--- src/rtl/seven_seg_pkg.sv ---
// Shared definitions for the Basys-2 seven-segment display path.
// Holds the glyph table (active-low {g,f,e,d,c,b,a}), the blank pattern,
// the digit count, the capture FSM state type and small anode helpers.
// The display driver and the capture block both import this package, so
// they use one glyph table.
package seven_seg_pkg;

    localparam int NUM_DIGITS = 4;

    localparam logic [6:0] GLYPH_0     = 7'h40;
    localparam logic [6:0] GLYPH_1     = 7'h79;
    localparam logic [6:0] GLYPH_2     = 7'h24;
    localparam logic [6:0] GLYPH_3     = 7'h30;
    localparam logic [6:0] GLYPH_4     = 7'h19;
    localparam logic [6:0] GLYPH_5     = 7'h12;
    localparam logic [6:0] GLYPH_6     = 7'h02;
    localparam logic [6:0] GLYPH_7     = 7'h78;
    localparam logic [6:0] GLYPH_8     = 7'h00;
    localparam logic [6:0] GLYPH_9     = 7'h10;
    localparam logic [6:0] GLYPH_A     = 7'h08;
    localparam logic [6:0] GLYPH_B     = 7'h03;
    localparam logic [6:0] GLYPH_C     = 7'h46;
    localparam logic [6:0] GLYPH_D     = 7'h21;
    localparam logic [6:0] GLYPH_E     = 7'h06;
    localparam logic [6:0] GLYPH_F     = 7'h0E;
    localparam logic [6:0] GLYPH_BLANK = 7'h7F;

    typedef enum logic [1:0] {
        IDLE    = 2'd0,
        SETTLE  = 2'd1,
        LATCHED = 2'd2
    } capture_state_t;

    // Nibble -> cathode pattern, used by the driver side.
    function automatic logic [6:0] glyph_of(input logic [3:0] nibble);
        logic [6:0] g;
        case (nibble)
            4'h0: g = GLYPH_0;
            4'h1: g = GLYPH_1;
            4'h2: g = GLYPH_2;
            4'h3: g = GLYPH_3;
            4'h4: g = GLYPH_4;
            4'h5: g = GLYPH_5;
            4'h6: g = GLYPH_6;
            4'h7: g = GLYPH_7;
            4'h8: g = GLYPH_8;
            4'h9: g = GLYPH_9;
            4'hA: g = GLYPH_A;
            4'hB: g = GLYPH_B;
            4'hC: g = GLYPH_C;
            4'hD: g = GLYPH_D;
            4'hE: g = GLYPH_E;
            default: g = GLYPH_F;
        endcase
        return g;
    endfunction

    // Number of anodes driven low (active-low lines).
    function automatic logic [2:0] low_count(input logic [3:0] an);
        logic [2:0] n;
        n = 3'd0;
        for (int i = 0; i < NUM_DIGITS; i++) begin
            n = n + {2'b00, ~an[i]};
        end
        return n;
    endfunction

    // Index of the low anode; only meaningful when exactly one is low.
    function automatic logic [1:0] low_index(input logic [3:0] an);
        logic [1:0] idx;
        idx = 2'd0;
        for (int i = 0; i < NUM_DIGITS; i++) begin
            if (!an[i]) idx = 2'(i);
        end
        return idx;
    endfunction

endpackage

--- src/rtl/seven_seg_capture_if.sv ---
// Bundle of the snooped display bus and the reconstructed-digit outputs.
//   an[3:0]          active-low anodes, an[0] = rightmost digit
//   seg[6:0]         active-low cathodes {g,f,e,d,c,b,a}
//   dp               active-low decimal-point cathode
//   digits[15:0]     captured nibbles, digit i at [4i+3:4i]
//   dp_out[3:0]      captured decimal points, active-high
//   digit_valid[3:0] digit i's latest capture was a legal hex glyph
//   decode_err[3:0]  digit i's latest capture was neither hex nor blank
//   bus_err          sticky multiple-anode-low flag
//   update           one-cycle capture strobe
//   update_idx[1:0]  digit index of the capture
//   fsm_state        capture FSM state, for observation
// Strobe semantics: there is no back-pressure. update is high for exactly
// one cycle per capture; update_idx and the capture registers already hold
// the new values in that cycle, and the consumer must take them then.
// The master modport drives the display bus; the slave modport is the
// capture block.
interface seven_seg_capture_if;
    import seven_seg_pkg::*;

    logic [3:0]                  an;
    logic [6:0]                  seg;
    logic                        dp;
    logic [4*NUM_DIGITS-1:0]     digits;
    logic [NUM_DIGITS-1:0]       dp_out;
    logic [NUM_DIGITS-1:0]       digit_valid;
    logic [NUM_DIGITS-1:0]       decode_err;
    logic                        bus_err;
    logic                        update;
    logic [1:0]                  update_idx;
    capture_state_t              fsm_state;

    modport master (
        output an, seg, dp,
        input  digits, dp_out, digit_valid, decode_err, bus_err,
               update, update_idx, fsm_state
    );

    modport slave (
        input  an, seg, dp,
        output digits, dp_out, digit_valid, decode_err, bus_err,
               update, update_idx, fsm_state
    );

endinterface

--- src/rtl/seven_seg_glyph_decode.sv ---
// Combinational cathode-pattern classifier.
//   seg[6:0]    active-low cathodes {g,f,e,d,c,b,a}
//   is_hex      pattern is one of the 16 hex glyphs
//   is_blank    pattern is all segments off
//   nibble[3:0] hex value when is_hex, else 0
module seven_seg_glyph_decode
    import seven_seg_pkg::*;
(
    input  logic [6:0] seg,
    output logic       is_hex,
    output logic       is_blank,
    output logic [3:0] nibble
);

    always_comb begin
        is_hex   = 1'b1;
        is_blank = 1'b0;
        nibble   = 4'h0;
        case (seg)
            GLYPH_0: nibble = 4'h0;
            GLYPH_1: nibble = 4'h1;
            GLYPH_2: nibble = 4'h2;
            GLYPH_3: nibble = 4'h3;
            GLYPH_4: nibble = 4'h4;
            GLYPH_5: nibble = 4'h5;
            GLYPH_6: nibble = 4'h6;
            GLYPH_7: nibble = 4'h7;
            GLYPH_8: nibble = 4'h8;
            GLYPH_9: nibble = 4'h9;
            GLYPH_A: nibble = 4'hA;
            GLYPH_B: nibble = 4'hB;
            GLYPH_C: nibble = 4'hC;
            GLYPH_D: nibble = 4'hD;
            GLYPH_E: nibble = 4'hE;
            GLYPH_F: nibble = 4'hF;
            GLYPH_BLANK: begin
                is_hex   = 1'b0;
                is_blank = 1'b1;
            end
            default: is_hex = 1'b0;
        endcase
    end

endmodule

--- src/rtl/seven_seg_capture.sv ---
// Seven-segment bus snooper: reconstructs the four multiplexed digits and
// decimal points from the active-low anode/cathode lines.
//   clock   system clock
//   reset   synchronous active-high reset
//   ss      seven_seg_capture_if.slave (display bus in, captured digits out)
// Parameters:
//   SETTLE_CYCLES  identical samples with one anode low needed per capture
//   CNT_W          stability counter width (holds SETTLE_CYCLES-1)
module seven_seg_capture
    import seven_seg_pkg::*;
#(
    parameter int SETTLE_CYCLES = 16,
    parameter int CNT_W         = 16
) (
    input  logic                 clock,
    input  logic                 reset,
    seven_seg_capture_if.slave   ss
);

    localparam logic [CNT_W-1:0] CNT_MAX = CNT_W'(SETTLE_CYCLES - 1);
    // Sample value after reset looks like an idle bus (everything off), so
    // any dwell present when reset releases is seen as a fresh change.
    localparam logic [11:0]      S_IDLE  = 12'hFFF;

    logic [11:0]      in_vec;
    logic [11:0]      s_q;
    logic [CNT_W-1:0] cnt_q;
    logic             in_changed;
    logic             in_one_hot;
    logic             in_multi_low;

    logic [3:0]       s_an;
    logic [6:0]       s_seg;
    logic             s_dp;

    capture_state_t   state_q, state_d;
    logic             capture;
    logic [1:0]       cap_idx;

    logic             dec_hex;
    logic             dec_blank;
    logic [3:0]       dec_nibble;

    logic [4*NUM_DIGITS-1:0] digits_q;
    logic [NUM_DIGITS-1:0]   dp_q;
    logic [NUM_DIGITS-1:0]   valid_q;
    logic [NUM_DIGITS-1:0]   err_q;
    logic                    bus_err_q;
    logic                    update_q;
    logic [1:0]              update_idx_q;

    assign in_vec       = {ss.an, ss.seg, ss.dp};
    assign in_changed   = (in_vec != s_q);
    assign in_one_hot   = (low_count(ss.an) == 3'd1);
    assign in_multi_low = (low_count(ss.an) >= 3'd2);

    assign s_an  = s_q[11:8];
    assign s_seg = s_q[7:1];
    assign s_dp  = s_q[0];

    // A capture only happens when the input equals s, so s is the dwell.
    assign cap_idx = low_index(s_an);

    seven_seg_glyph_decode u_decode (
        .seg      (s_seg),
        .is_hex   (dec_hex),
        .is_blank (dec_blank),
        .nibble   (dec_nibble)
    );

    // Next-state logic. Any input change restarts qualification from the
    // new value; LATCHED simply waits for that change, so one dwell yields
    // at most one capture.
    always_comb begin
        state_d = state_q;
        capture = 1'b0;
        if (in_changed) begin
            state_d = in_one_hot ? SETTLE : IDLE;
        end else begin
            case (state_q)
                SETTLE: begin
                    if (cnt_q == CNT_MAX) begin
                        capture = 1'b1;
                        state_d = LATCHED;
                    end
                end
                default: state_d = state_q;
            endcase
        end
        if (in_multi_low) begin
            state_d = IDLE;
            capture = 1'b0;
        end
    end

    always_ff @(posedge clock) begin
        if (reset) begin
            state_q <= IDLE;
        end else begin
            state_q <= state_d;
        end
    end

    // Input sample and stability counter.
    always_ff @(posedge clock) begin
        if (reset) begin
            s_q   <= S_IDLE;
            cnt_q <= '0;
        end else begin
            s_q <= in_vec;
            if (in_changed) begin
                cnt_q <= '0;
            end else if (cnt_q != CNT_MAX) begin
                cnt_q <= cnt_q + 1'b1;
            end
        end
    end

    // Capture registers. Only the addressed digit's fields are written.
    always_ff @(posedge clock) begin
        if (reset) begin
            digits_q     <= '0;
            dp_q         <= '0;
            valid_q      <= '0;
            err_q        <= '0;
            bus_err_q    <= 1'b0;
            update_q     <= 1'b0;
            update_idx_q <= 2'd0;
        end else begin
            if (in_multi_low) begin
                bus_err_q <= 1'b1;
            end
            update_q <= capture;
            if (capture) begin
                update_idx_q     <= cap_idx;
                dp_q[cap_idx]    <= ~s_dp;
                valid_q[cap_idx] <= dec_hex;
                err_q[cap_idx]   <= ~dec_hex & ~dec_blank;
                if (dec_hex) begin
                    digits_q[{cap_idx, 2'b00} +: 4] <= dec_nibble;
                end
            end
        end
    end

    assign ss.digits      = digits_q;
    assign ss.dp_out      = dp_q;
    assign ss.digit_valid = valid_q;
    assign ss.decode_err  = err_q;
    assign ss.bus_err     = bus_err_q;
    assign ss.update      = update_q;
    assign ss.update_idx  = update_idx_q;
    assign ss.fsm_state   = state_q;

endmodule

--- src/flat_wrapper.sv ---
// flat-port wrapper written by rule: the top's interface ports become plain ports
module seven_seg_capture_flat import seven_seg_pkg::*;
#(
    parameter int SETTLE_CYCLES = 16,
    parameter int CNT_W         = 16
)
  (clock, reset, ss_an, ss_seg, ss_dp, ss_digits, ss_dp_out, ss_digit_valid, ss_decode_err, ss_bus_err, ss_update, ss_update_idx, ss_fsm_state);
  seven_seg_capture_if ss_i ();
  input  logic clock;
  input  logic reset;
  input wire logic [$bits(ss_i.an)-1:0] ss_an;
  input wire logic [$bits(ss_i.seg)-1:0] ss_seg;
  input wire logic [$bits(ss_i.dp)-1:0] ss_dp;
  output wire logic [$bits(ss_i.digits)-1:0] ss_digits;
  output wire logic [$bits(ss_i.dp_out)-1:0] ss_dp_out;
  output wire logic [$bits(ss_i.digit_valid)-1:0] ss_digit_valid;
  output wire logic [$bits(ss_i.decode_err)-1:0] ss_decode_err;
  output wire logic [$bits(ss_i.bus_err)-1:0] ss_bus_err;
  output wire logic [$bits(ss_i.update)-1:0] ss_update;
  output wire logic [$bits(ss_i.update_idx)-1:0] ss_update_idx;
  output wire logic [$bits(ss_i.fsm_state)-1:0] ss_fsm_state;
  assign ss_i.an = ss_an;
  assign ss_i.seg = ss_seg;
  assign ss_i.dp = ss_dp;
  assign ss_digits = ss_i.digits;
  assign ss_dp_out = ss_i.dp_out;
  assign ss_digit_valid = ss_i.digit_valid;
  assign ss_decode_err = ss_i.decode_err;
  assign ss_bus_err = ss_i.bus_err;
  assign ss_update = ss_i.update;
  assign ss_update_idx = ss_i.update_idx;
  assign ss_fsm_state = ss_i.fsm_state;
  seven_seg_capture #(.SETTLE_CYCLES(SETTLE_CYCLES), .CNT_W(CNT_W)) u_core (.clock(clock), .reset(reset), .ss(ss_i));
endmodule
--- config.mk ---
export PLATFORM = sky130hd
export DESIGN_NAME = seven_seg_capture_flat
export DESIGN_NICKNAME = d
export VERILOG_FILES = /design/src/rtl/seven_seg_pkg.sv /design/src/rtl/seven_seg_capture_if.sv /design/src/rtl/seven_seg_glyph_decode.sv /design/src/rtl/seven_seg_capture.sv /design/src/flat_wrapper.sv
export SDC_FILE = /design/constraint.sdc
export NUM_CORES = 1
export LEC_CHECK = 0
export BUFFER_PORTS_ARGS = -buffer_cell sky130_fd_sc_hd__buf_2
export CAP_MARGIN = 5
export CORE_ASPECT_RATIO = 0.7
export CORE_MARGIN = 2
export CORE_UTILIZATION = 56
export CTS_CLUSTER_DIAMETER = 30
export CTS_CLUSTER_SIZE = 12
export DETAILED_ROUTE_END_ITERATION = 8
export PLACE_DENSITY = 0.79
export SLEW_MARGIN = 20
export SYNTH_ARGS = -nofsm -noshare
export SYNTH_HDL_FRONTEND = slang
export SYNTH_SLANG_ARGS = --single-unit
--- constraint.sdc ---
create_clock -name clock -period 3.2 [get_ports clock]
set_input_delay 0.32 -clock clock [delete_from_list [all_inputs] [get_ports clock]]
set_output_delay 0.32 -clock clock [all_outputs]
set_load 0.01 [all_outputs]
==> results of run 1 <==
[per-layer routing]
| metal | GRT usage (%) | vias to the layer above | routed length (um) |
|---|---|---|---|
| li1 | - | 1257 | - |
| met1 | 34.1 | 1134 | 3320 |
| met2 | 33.6 | 76 | 2630 |
| met3 | 6.54 | 9 | 401 |
| met4 | 9.66 | 0 | 104 |
| met5 | 0 | - | 0 |
[cell usage after synthesis, types with 4 or more instances]
cell type  instances  area, sq um
nor2_1            34          128
nand4_1            6         37.5
xor2_1            18          158
nand3_1           12         60.1
mux2i_1            9         90.1
nand2_1           14         52.6
ha_1               4         50.1
xnor2_1            8         70.1
nor2b_1            7         43.8
o21ai_0            6         30.0
inv_1              9         33.8
or2_2             14         87.6
a211oi_1           6         45.0
clkbuf_1          17         63.8
a31oi_1            7         43.8
and3_1            10         62.6
nor4_1             8         50.1
dfxtp_1           62         1240
nand3b_1           4         30.0
nor3_1            18         90.1
nand2b_1           8         50.1
a21oi_1           11         55.1
[logic make-up (layout without fill, tap and decap cells)]
group,after synthesis,after routing,synth area share (%)
AOI/OAI and AO/OA,41,41,8.91
xor gates and xnor gates,26,26,7.57
adders and majority gates,5,5,2.33
buffers and inverters,30,74,4.33
DFF,62,62,41.3
muxes,15,15,5.62
and+or+nand+nor,158,158,30.0
[power breakdown]
part | switching (mW) | leakage (nW) | internal, mW
sequential | 0.0224 | 0.503 | 0.782
clock | 0.294 | 0.120 | 0.501
combinational | 0.0485 | 0.852 | 0.0394
[flip-flops by register name, summed over array words and instances, names as in the netlist]
signal	cells
u_core.ss.digit_valid	4
u_core.s_q	12
u_core.ss.fsm_state	2
u_core.ss.decode_err	4
u_core.ss.digits	16
u_core.ss.update	1
u_core.ss.dp_out	4
u_core.cnt_q	16
u_core.ss.bus_err	1
u_core.ss.update_idx	2
[stage by stage]
| step | instances | hold slack (ns) | cell area (sq um) | power, mW |
|---|---|---|---|---|
| after floorplan | 337 | 0.427 | 3010 | 0.884 |
| after global placement | 437 | 0.450 | 3250 | 0.907 |
| after detailed placement | 437 | 0.459 | 3250 | 0.909 |
| after CTS | 453 | 0.175 | 3480 | 1.70 |
| after global routing | 453 | 0.193 | 3480 | 1.75 |
| final | 453 | 0.186 | 3480 | 1.69 |
[cells in the final DEF, fill, tap and decap left out, types with 7 or more instances in the layout]
cell / synthesis / routed
a21oi_1: 11 / 11
a31oi_1: 7 / 7
and3_1: 10 / 10
buf_2: 2 / 47
clkbuf_8: 0 / 12
dfxtp_1: 62 / 62
inv_1: 9 / 9
mux2i_1: 9 / 9
nand2_1: 14 / 14
nand2b_1: 8 / 8
nand3_1: 12 / 12
nor2_1: 34 / 34
nor2b_1: 7 / 7
nor3_1: 18 / 18
nor4_1: 8 / 8
or2_2: 14 / 14
xnor2_1: 8 / 8
xor2_1: 18 / 18
[final cells by class]
| class | count | area share [%] |
|---|---|---|
| multi-input combinational | 245 | 46.9 |
| sequential | 62 | 35.6 |
| timing repair buffer | 49 | 7.18 |
| clock buffer | 13 | 4.85 |
| tap | 72 | 2.59 |
| clock inverter | 3 | 1.87 |
| inverter | 9 | 0.969 |
[critical path: cells and delay by family]
kind / cells / cell delay (ns)
mux: 1 / 0.30
fa+ha+maj: 3 / 0.88
buf+inv: 3 / 0.22
simple gates: 4 / 1.20
[final timing paths]
check / startpoint / endpoint / slack, ns / depth (start not counted)
worst max-delay path: ss_an[2] / u_core.ss.digits[11]$_SDFFE_PP0P_ / 0.49 / 11
worst max register to register: u_core.s_q[3]$_SDFF_PP1_ / u_core.ss.digits[11]$_SDFFE_PP0P_ / 0.58 / 6
worst min register to register: u_core.ss.bus_err$_SDFFE_PP0P_ / u_core.ss.bus_err$_SDFFE_PP0P_ / 0.47 / 2
worst min-delay path: ss_seg[4] / u_core.s_q[5]$_SDFF_PP1_ / 0.19 / 2
==> impl_metrics.py, run 1 <==
metrics = {
    "pwr": {
        "ir_drop_mv": 0.332,
        "leakage_nw": 1.48,
        "powerDensity_mw_per_mm2": 484,
    },
    "cts": {
        "path_clk_slew_ns": 0.07,
        "cts_resized": 0,
        "cts_root_buffer": "clkbuf_8",
        "cts_hold_buf": 0,
        "clockBufferDepth": 2,
        "cts_tree": "done",
        "h-tree-depth": 3,
        "clock_sinks": 62,
        "clkLatencyLatePin_ns": 0.34,
        "post_cts_buffers": 0,
        "numCtsBuffers": 9,
    },
    "cells_and_area": {
        "nets": 395,
        "multi_input_area_sq_mm": 0.00164,
        "area_delta_synth_final_pct": 15.9,
        "drive_above_1_share_pct": 23.9,
        "seqCellArea_sq_mm": 0.00124,
        "diodes": 0,
        "final_util_pct": 67.0,
        "fillers": 418,
    },
    "die": {
        "die_area_sq_mm": 0.00598,
        "core-area_sq_mm": 0.00520,
        "die_w_um": 91.6,
        "rows": 22,
        "io_pins": 48,
        "start_util_pct": 57.8,
        "die_h_um": 65.3,
    },
    "sta": {
        "hold_violations": 0,
        "rsz0062_at_grt": "false",
        "finClkSkew_ns": 0.00847,
        "min_period_ns": 2.71,
        "setup_violations": 0,
        "fin_tns_setup_ns": 0,
        "maxSlewViolCount": 0,
        "slew-limit-headroom_pct": 45.5,
        "max_slew.worst_pin.slew_ns": 0.817,
        "fin_ws_ns": 0.487,
        "post-route-period-util_pct": 84.8,
        "max_freq_ghz": 0.369,
    },
    "global_routing": {
        "grt_pass1_vias": 2294,
        "antenna_found_initial": 0,
        "grt_use_total_pct": 23.8,
        "grt_pass1_wl_um": 11100,
        "grt_max_degree": 55,
        "grt_overflow": 0,
    },
    "logic_synthesis": {
        "synth_edf_count": 0,
        "postSynthAreaPerCell_sq_um": 8.92,
        "synth.distinct_cells": 52,
        "synth-seq-cells": 62,
        "yosysWarningCount": 0,
        "synth_cells": 337,
        "ys_async_sr_fraction_pct": 0,
        "syn_area_sq_mm": 0.00301,
        "syn_nets": 356,
        "yosysSeqAreaShare_pct": 41.3,
        "synth_ff_type": "dfxtp_1",
    },
    "outcome": {
        "status": "finished clean",
    },
    "routing": {
        "wl_um": 6450,
        "drt-initial-drc-count": 116,
        "wire_per_inst_um": 14.2,
        "ant_nets": 0,
        "via_per_inst": 5.47,
        "vias": 2476,
        "drc_errors": 0,
        "firstDrtPassIters": 4,
    },
    "worst_setup_path": {
        "path_cells": "buf_2 -> fa_1 -> inv_1 -> ha_1 -> inv_1 -> ha_1 -> nand3b_1 -> or2_1 -> or4_1 -> nand2b_4 -> mux2_4",
        "end_kind": "flip-flop",
        "cp.required_ns": 3.43,
        "max_stage_delay_ns": 0.52,
        "path_max_fanout": 5,
        "slowest_stage": "fa_1",
        "start_kind": "primary input",
        "crit_arrival_ns": 2.95,
        "critPathKind": "primary input to flip-flop",
    },
    "placement": {
        "pre_cts_slack_ns": 0.114,
        "routabilityCongestion": 0.788,
        "io_buffers": 47,
        "hpwl_um": 4610,
    },
    "hold_path": {
        "holdCritPathClass": "primary input to flip-flop",
    },
    "flow_run": {
        "max_cap_violations": 0,
    },
}
No activity file was read; power rests on OpenSTA's default activity.
==> run 2: changes to the inputs <==
--- a/config.mk
+++ b/config.mk
@@ -9,11 +9,11 @@
 export CAP_MARGIN = 5
 export CORE_ASPECT_RATIO = 0.7
 export CORE_MARGIN = 2
-export CORE_UTILIZATION = 56
+export CORE_UTILIZATION = 51
 export CTS_CLUSTER_DIAMETER = 30
 export CTS_CLUSTER_SIZE = 12
 export DETAILED_ROUTE_END_ITERATION = 8
-export PLACE_DENSITY = 0.79
+export PLACE_DENSITY = 0.76
 export SLEW_MARGIN = 20
 export SYNTH_ARGS = -nofsm -noshare
 export SYNTH_HDL_FRONTEND = slang
==> constraint.sdc (replaced) <==
create_clock -name clock -period 2.28 [get_ports clock]
set_input_delay 0.228 -clock clock [delete_from_list [all_inputs] [get_ports clock]]
set_output_delay 0.228 -clock clock [all_outputs]
set_load 0.01 [all_outputs]
==> run 2 against run 1 <==
Net effect: the flow now finishes with violations (negative setup slack); die area is 9.3% higher; via count rose by 8.7%; count of clock-buffer cells in the layout down 2; sequential share of layout area shrank 3.4 points; critical path depth stayed put; cell count is 11% higher; non-clock buffer count rose by 46; critical endpoint unchanged; largest cell class unchanged.
==> impl_metrics.py, run 2 (same netlist as run 1, synthesis figures left out) <==
metrics = {
    "outcome": {
        "status": "finished, violations left",
        "violations": "negative setup slack",
    },
    "cts": {
        "cts_root_buffer": "clkbuf_8",
        "numCtsBuffers": 9,
        "clock_sinks": 62,
        "cts_hold_buf": 0,
        "cts_tree": "done",
        "path_clk_slew_ns": 0.07,
        "clockBufferDepth": 2,
        "h-tree-depth": 3,
        "clkLatencyLatePin_ns": 0.34,
    },
    "sta": {
        "max_freq_ghz": 0.436,
        "setup_violations": 3,
        "min_period_ns": 2.30,
        "post-route-period-util_pct": 101,
        "max_slew.worst_pin.slew_ns": 0.568,
        "maxSlewViolCount": 0,
        "hold_violations": 0,
        "fin_ws_ns": -0.0154,
        "rsz0062_at_grt": "true",
        "slew-limit-headroom_pct": 62.1,
        "fin_tns_setup_ns": -0.0448,
        "finClkSkew_ns": 0.00654,
    },
    "placement": {
        "io_buffers": 47,
        "place_inst": 479,
        "routabilityCongestion": 0.818,
        "hpwl_um": 5340,
    },
    "routing": {
        "drt-initial-drc-count": 154,
        "vias": 2692,
        "ant_nets": 0,
        "via_per_inst": 5.37,
        "wl_um": 7390,
        "drc_errors": 0,
        "firstDrtPassIters": 4,
        "wire_per_inst_um": 14.7,
    },
    "die": {
        "start_util_pct": 52.8,
        "rows": 23,
        "core-area_sq_mm": 0.00570,
        "die_w_um": 95.8,
        "io_pins": 48,
        "die_area_sq_mm": 0.00654,
        "die_h_um": 68.2,
    },
    "pwr": {
        "powerDensity_mw_per_mm2": 580,
        "leakage_nw": 1.68,
        "finalPower_mw": 2.24,
        "ir_drop_mv": 0.428,
    },
    "hold_path": {
        "holdCritPathClass": "primary input to flip-flop",
    },
    "cells_and_area": {
        "diodes": 0,
        "final_common_cell": "dfxtp_1",
        "nets": 441,
        "fillers": 473,
        "final_cells": 501,
        "seqCellArea_sq_mm": 0.00124,
        "area_delta_synth_final_pct": 28.4,
        "final_cell_mix": "dfxtp_1, buf_4, buf_2",
        "multi_input_area_sq_mm": 0.00169,
        "drive_above_1_share_pct": 35.2,
    },
    "worst_setup_path": {
        "crit_arrival_ns": 2.53,
        "path_cells": "buf_6 -> fa_1 -> inv_1 -> ha_2 -> inv_2 -> ha_4 -> nand3b_1 -> or2_1 -> or4_4 -> nand2b_4 -> mux2_4",
        "slowest_stage": "fa_1",
        "max_stage_delay_ns": 0.53,
        "crit_family": "simple AND/OR/NAND/NOR gates",
        "worst-path-buf-inv": 3,
        "end_kind": "flip-flop",
        "cp.required_ns": 2.51,
        "start_kind": "primary input",
        "critPathKind": "primary input to flip-flop",
        "path_max_fanout": 5,
    },
    "global_routing": {
        "met2_usage_pct": 37.3,
        "grt_pass1_wl_um": 12000,
        "met1_usage_pct": 33.5,
        "grtUsageMet3_pct": 7.93,
        "antenna_found_initial": 0,
        "grt_max_degree": 34,
        "grt.busiest_layer": "met2",
        "grt_pass1_vias": 2561,
        "grt_use_total_pct": 24.5,
        "grt_overflow": 0,
    },
    "flow_run": {
        "max_cap_violations": 0,
    },
}
-- run 2: cell types whose count changed in the layout (fill, tap and decap cells not counted), sizes merged --
cell      change
clkbuf        -2
bufinv        -1
clkinv        +1
clkinvlp      +1
buf          +46
-- run 2: stage by stage --
stage	setup WS (ns)	area, sq um	hold slack [ns]	utilization (%)
2_1_floorplan	-0.368	3020	0.335	-
3_3_place_gp	-0.407	3560	0.440	62.5
3_5_place_dp	-0.496	3560	0.448	62.5
4_1_cts	-0.0121	3810	0.0909	66.9
5_1_grt	-0.0744	3860	0.0931	67.8
6_report	-0.0154	3860	0.103	67.8
-- run 2: repair_timing --
action | 4_1_cts | 5_1_grt
setup buffers | 5 | 2
endpoints found under the hold margin | 0 | 0
setup endpoints to repair | 5 | 21
gates resized for setup | 5 | 9
gates cloned | 0 | 0
-- run 2: power breakdown --
part           switching, mW  internal, mW  total [mW]
sequential            0.0114          1.10        1.11
combinational          0.104        0.0908       0.195
clock                  0.412         0.525       0.937
total                  0.527          1.71        2.24
-- run 2: path summary, 6_finish.rpt --
| check | startpoint | end | slack (ns) | cells after the start |
|---|---|---|---|---|
| hold / removal | ss_seg[6] | u_core.s_q[7]$_SDFF_PP1_ | 0.10 | 2 |
| setup / recovery | ss_an[2] | u_core.ss.digits[11]$_SDFFE_PP0P_ | -0.02 | 11 |
| hold reg to reg | u_core.ss.digit_valid[3]$_SDFFE_PP0P_ | u_core.ss.digit_valid[3]$_SDFFE_PP0P_ | 0.47 | 2 |
| setup reg to reg | u_core.cnt_q[11]$_SDFFE_PP0P_ | u_core.ss.digits[11]$_SDFFE_PP0P_ | 0.04 | 7 |
-- run 2: layout make-up --
cell class,instances,area share (%)
multi-input cells,245,43.9
flip-flops and latches,62,32.2
repair buffers,95,15.7
clock buffers,11,3.66
well taps,75,2.43
clock inverters,4,1.23
inverters,9,0.875
-- run 2: per-layer routing --
metal	share of wire, %	wire [um]
met5	0	0
met4	1.2	91
met3	6.4	473
met2	43	3180
met1	49	3640
==> run 3: changes to the inputs <==
==> constraint.sdc (replaced) <==
create_clock -name clock -period 2.28 [get_ports clock]
set_input_delay 0.114 -clock clock [delete_from_list [all_inputs] [get_ports clock]]
set_output_delay 0.114 -clock clock [all_outputs]
set_load 0.01 [all_outputs]
==> run 3 against run 2 <==
Net effect: the flow now finishes without violations; sequential share of layout area decreased by 0.52 points; utilization is 1.2 points higher; die area unchanged; register-to-register slack improved by 0.03 ns; sequential cell count unchanged; largest power group unchanged; hold slack worse by 0.077 ns; wire length about the same; count of clock-buffer cells in the layout up 2; combinational power is 4% higher; non-clock buffer count is 6 higher; sequential power about the same; clock skew grew 0.0018 ns; critical endpoint is now u_core.ss.digits[8]$_SDFFE_PP0P_.
==> impl_metrics.py, run 3 (same netlist as run 1, synthesis figures left out) <==
metrics = {
    "cells_and_area": {
        "nets": 447,
        "final_cell_mix": "dfxtp_1, buf_2, buf_4",
        "final_common_cell": "dfxtp_1",
        "seqCellArea_sq_mm": 0.00124,
        "fin_area_sq_mm": 0.00393,
        "fillers": 448,
        "diodes": 0,
        "multi_input_area_sq_mm": 0.00171,
        "drive_above_1_share_pct": 34.6,
        "area_delta_synth_final_pct": 30.7,
        "final_util_pct": 69.0,
    },
    "routing": {
        "drt-initial-drc-count": 174,
        "vias": 2751,
        "wire_per_inst_um": 14.6,
        "wl_um": 7390,
        "firstDrtPassIters": 5,
        "ant_nets": 0,
        "via_per_inst": 5.42,
        "drc_errors": 0,
    },
    "pwr": {
        "finalPower_mw": 2.21,
        "ir_drop_mv": 0.340,
        "powerDensity_mw_per_mm2": 564,
        "leakage_nw": 1.71,
    },
    "cts": {
        "clkLatencyLatePin_ns": 0.35,
        "clock_sinks": 62,
        "path_clk_slew_ns": 0.06,
        "clockBufferDepth": 2,
        "cts_root_buffer": "clkbuf_8",
        "numCtsBuffers": 9,
        "cts_tree": "done",
        "h-tree-depth": 3,
    },
    "global_routing": {
        "antenna_found_initial": 0,
        "grt_max_degree": 44,
        "grt_pass1_wl_um": 11500,
        "grt_overflow": 0,
        "grt_pass1_vias": 2405,
        "grt_use_total_pct": 23.5,
    },
    "worst_setup_path": {
        "start_kind": "primary input",
        "path_cells": "dlygate4sd3_1 -> buf_2 -> xor2_1 -> nor4_2 -> nand3_2 -> or4_4 -> nand2b_4 -> mux2_4",
        "path_max_fanout": 4,
        "slowest_stage": "dlygate4sd3_1",
        "crit_arrival_ns": 2.48,
        "critPathKind": "primary input to flip-flop",
        "crit_family": "simple AND/OR/NAND/NOR gates",
        "end_kind": "flip-flop",
        "cp.required_ns": 2.52,
        "max_stage_delay_ns": 0.55,
        "worst-path-buf-inv": 2,
    },
    "die": {
        "io_pins": 48,
        "core-area_sq_mm": 0.00570,
        "start_util_pct": 52.8,
        "rows": 23,
        "die_w_um": 95.8,
        "die_h_um": 68.2,
        "die_area_sq_mm": 0.00654,
    },
    "outcome": {
        "status": "finished clean",
    },
    "sta": {
        "hold_ws_ns": 0.0261,
        "setup_violations": 0,
        "finClkSkew_ns": 0.00834,
        "hold_violations": 0,
        "rsz0062_at_grt": "true",
        "min_period_ns": 2.23,
        "fin_tns_setup_ns": 0,
        "max_freq_ghz": 0.448,
        "slew-limit-headroom_pct": 55.3,
        "post-route-period-util_pct": 98.0,
        "maxSlewViolCount": 0,
        "max_slew.worst_pin.slew_ns": 0.671,
    },
    "placement": {
        "routabilityCongestion": 0.839,
        "io_buffers": 47,
        "dpl_cell_area_sq_mm": 0.00353,
        "hpwl_um": 5080,
    },
    "flow_run": {
        "max_cap_violations": 0,
    },
    "hold_path": {
        "holdCritPathClass": "primary input to flip-flop",
    },
}
-- run 3: where the power goes --
| group | internal [mW] | leakage (nW) | switching [mW] | total, mW |
|---|---|---|---|---|
| Sequential | 1.10 | 0.504 | 0.0122 | 1.11 |
| Clock | 0.480 | 0.0954 | 0.423 | 0.903 |
| Combinational | 0.0963 | 1.11 | 0.107 | 0.203 |
| Total | 1.67 | 1.71 | 0.542 | 2.21 |
-- run 3: metal layers --
metal / vias up / global-route usage, % / share of wire (%)
met4: 0 / 6.96 / 1.4
met1: 1276 / 33.6 / 49
met5: - / 0 / 0
li1: 1366 / - / -
met3: 11 / 7.38 / 6.3
met2: 98 / 33.8 / 43
-- run 3: metrics by stage --
stage / std cells / setup slack [ns]
2_1_floorplan: 337 / -0.254
3_3_place_gp: 476 / -0.288
3_5_place_dp: 476 / -0.339
4_1_cts: 500 / 0.00353
5_1_grt: 508 / -0.0216
6_report: 508 / 0.0464
-- run 3: what timing repair did --
action,in CTS,in global routing
gates cloned,0,0
hold buffers,8,0
setup buffers,0,8
endpoints found under the hold margin,8,0
pin swaps,0,3
resized for setup,1,13
endpoints found under the setup margin,4,21
-- run 3: cell type report --
class,instances,area share [%]
Clock buffer,13,4.30
Clock inverter,3,0.446
Inverter,9,0.860
Multi-Input combinational cell,245,43.5
Sequential cell,62,31.7
Tap cell,75,2.39
Timing Repair Buffer,101,16.8
-- run 3: worst reg2reg max path: stages (launching register included) --
cell,delay (ns)
dfxtp_2,0.36
nor4_4,0.30
buf_4,0.16
nand4_1,0.09
or2_1,0.26
or4_4,0.44
nand2b_4,0.19
mux2_4,0.30
-- run 3: path summary, 6_finish.rpt --
check,startpoint,endpoint,slack (ns),cells after the start
max reg2reg,u_core.cnt_q[8]$_SDFFE_PP0P_,u_core.ss.digits[8]$_SDFFE_PP0P_,0.07,7
max,ss_seg[0],u_core.ss.digits[8]$_SDFFE_PP0P_,0.05,8
min reg2reg,u_core.ss.digit_valid[3]$_SDFFE_PP0P_,u_core.ss.digit_valid[3]$_SDFFE_PP0P_,0.46,2
min,ss_an[1],u_core.s_q[9]$_SDFF_PP1_,0.03,2
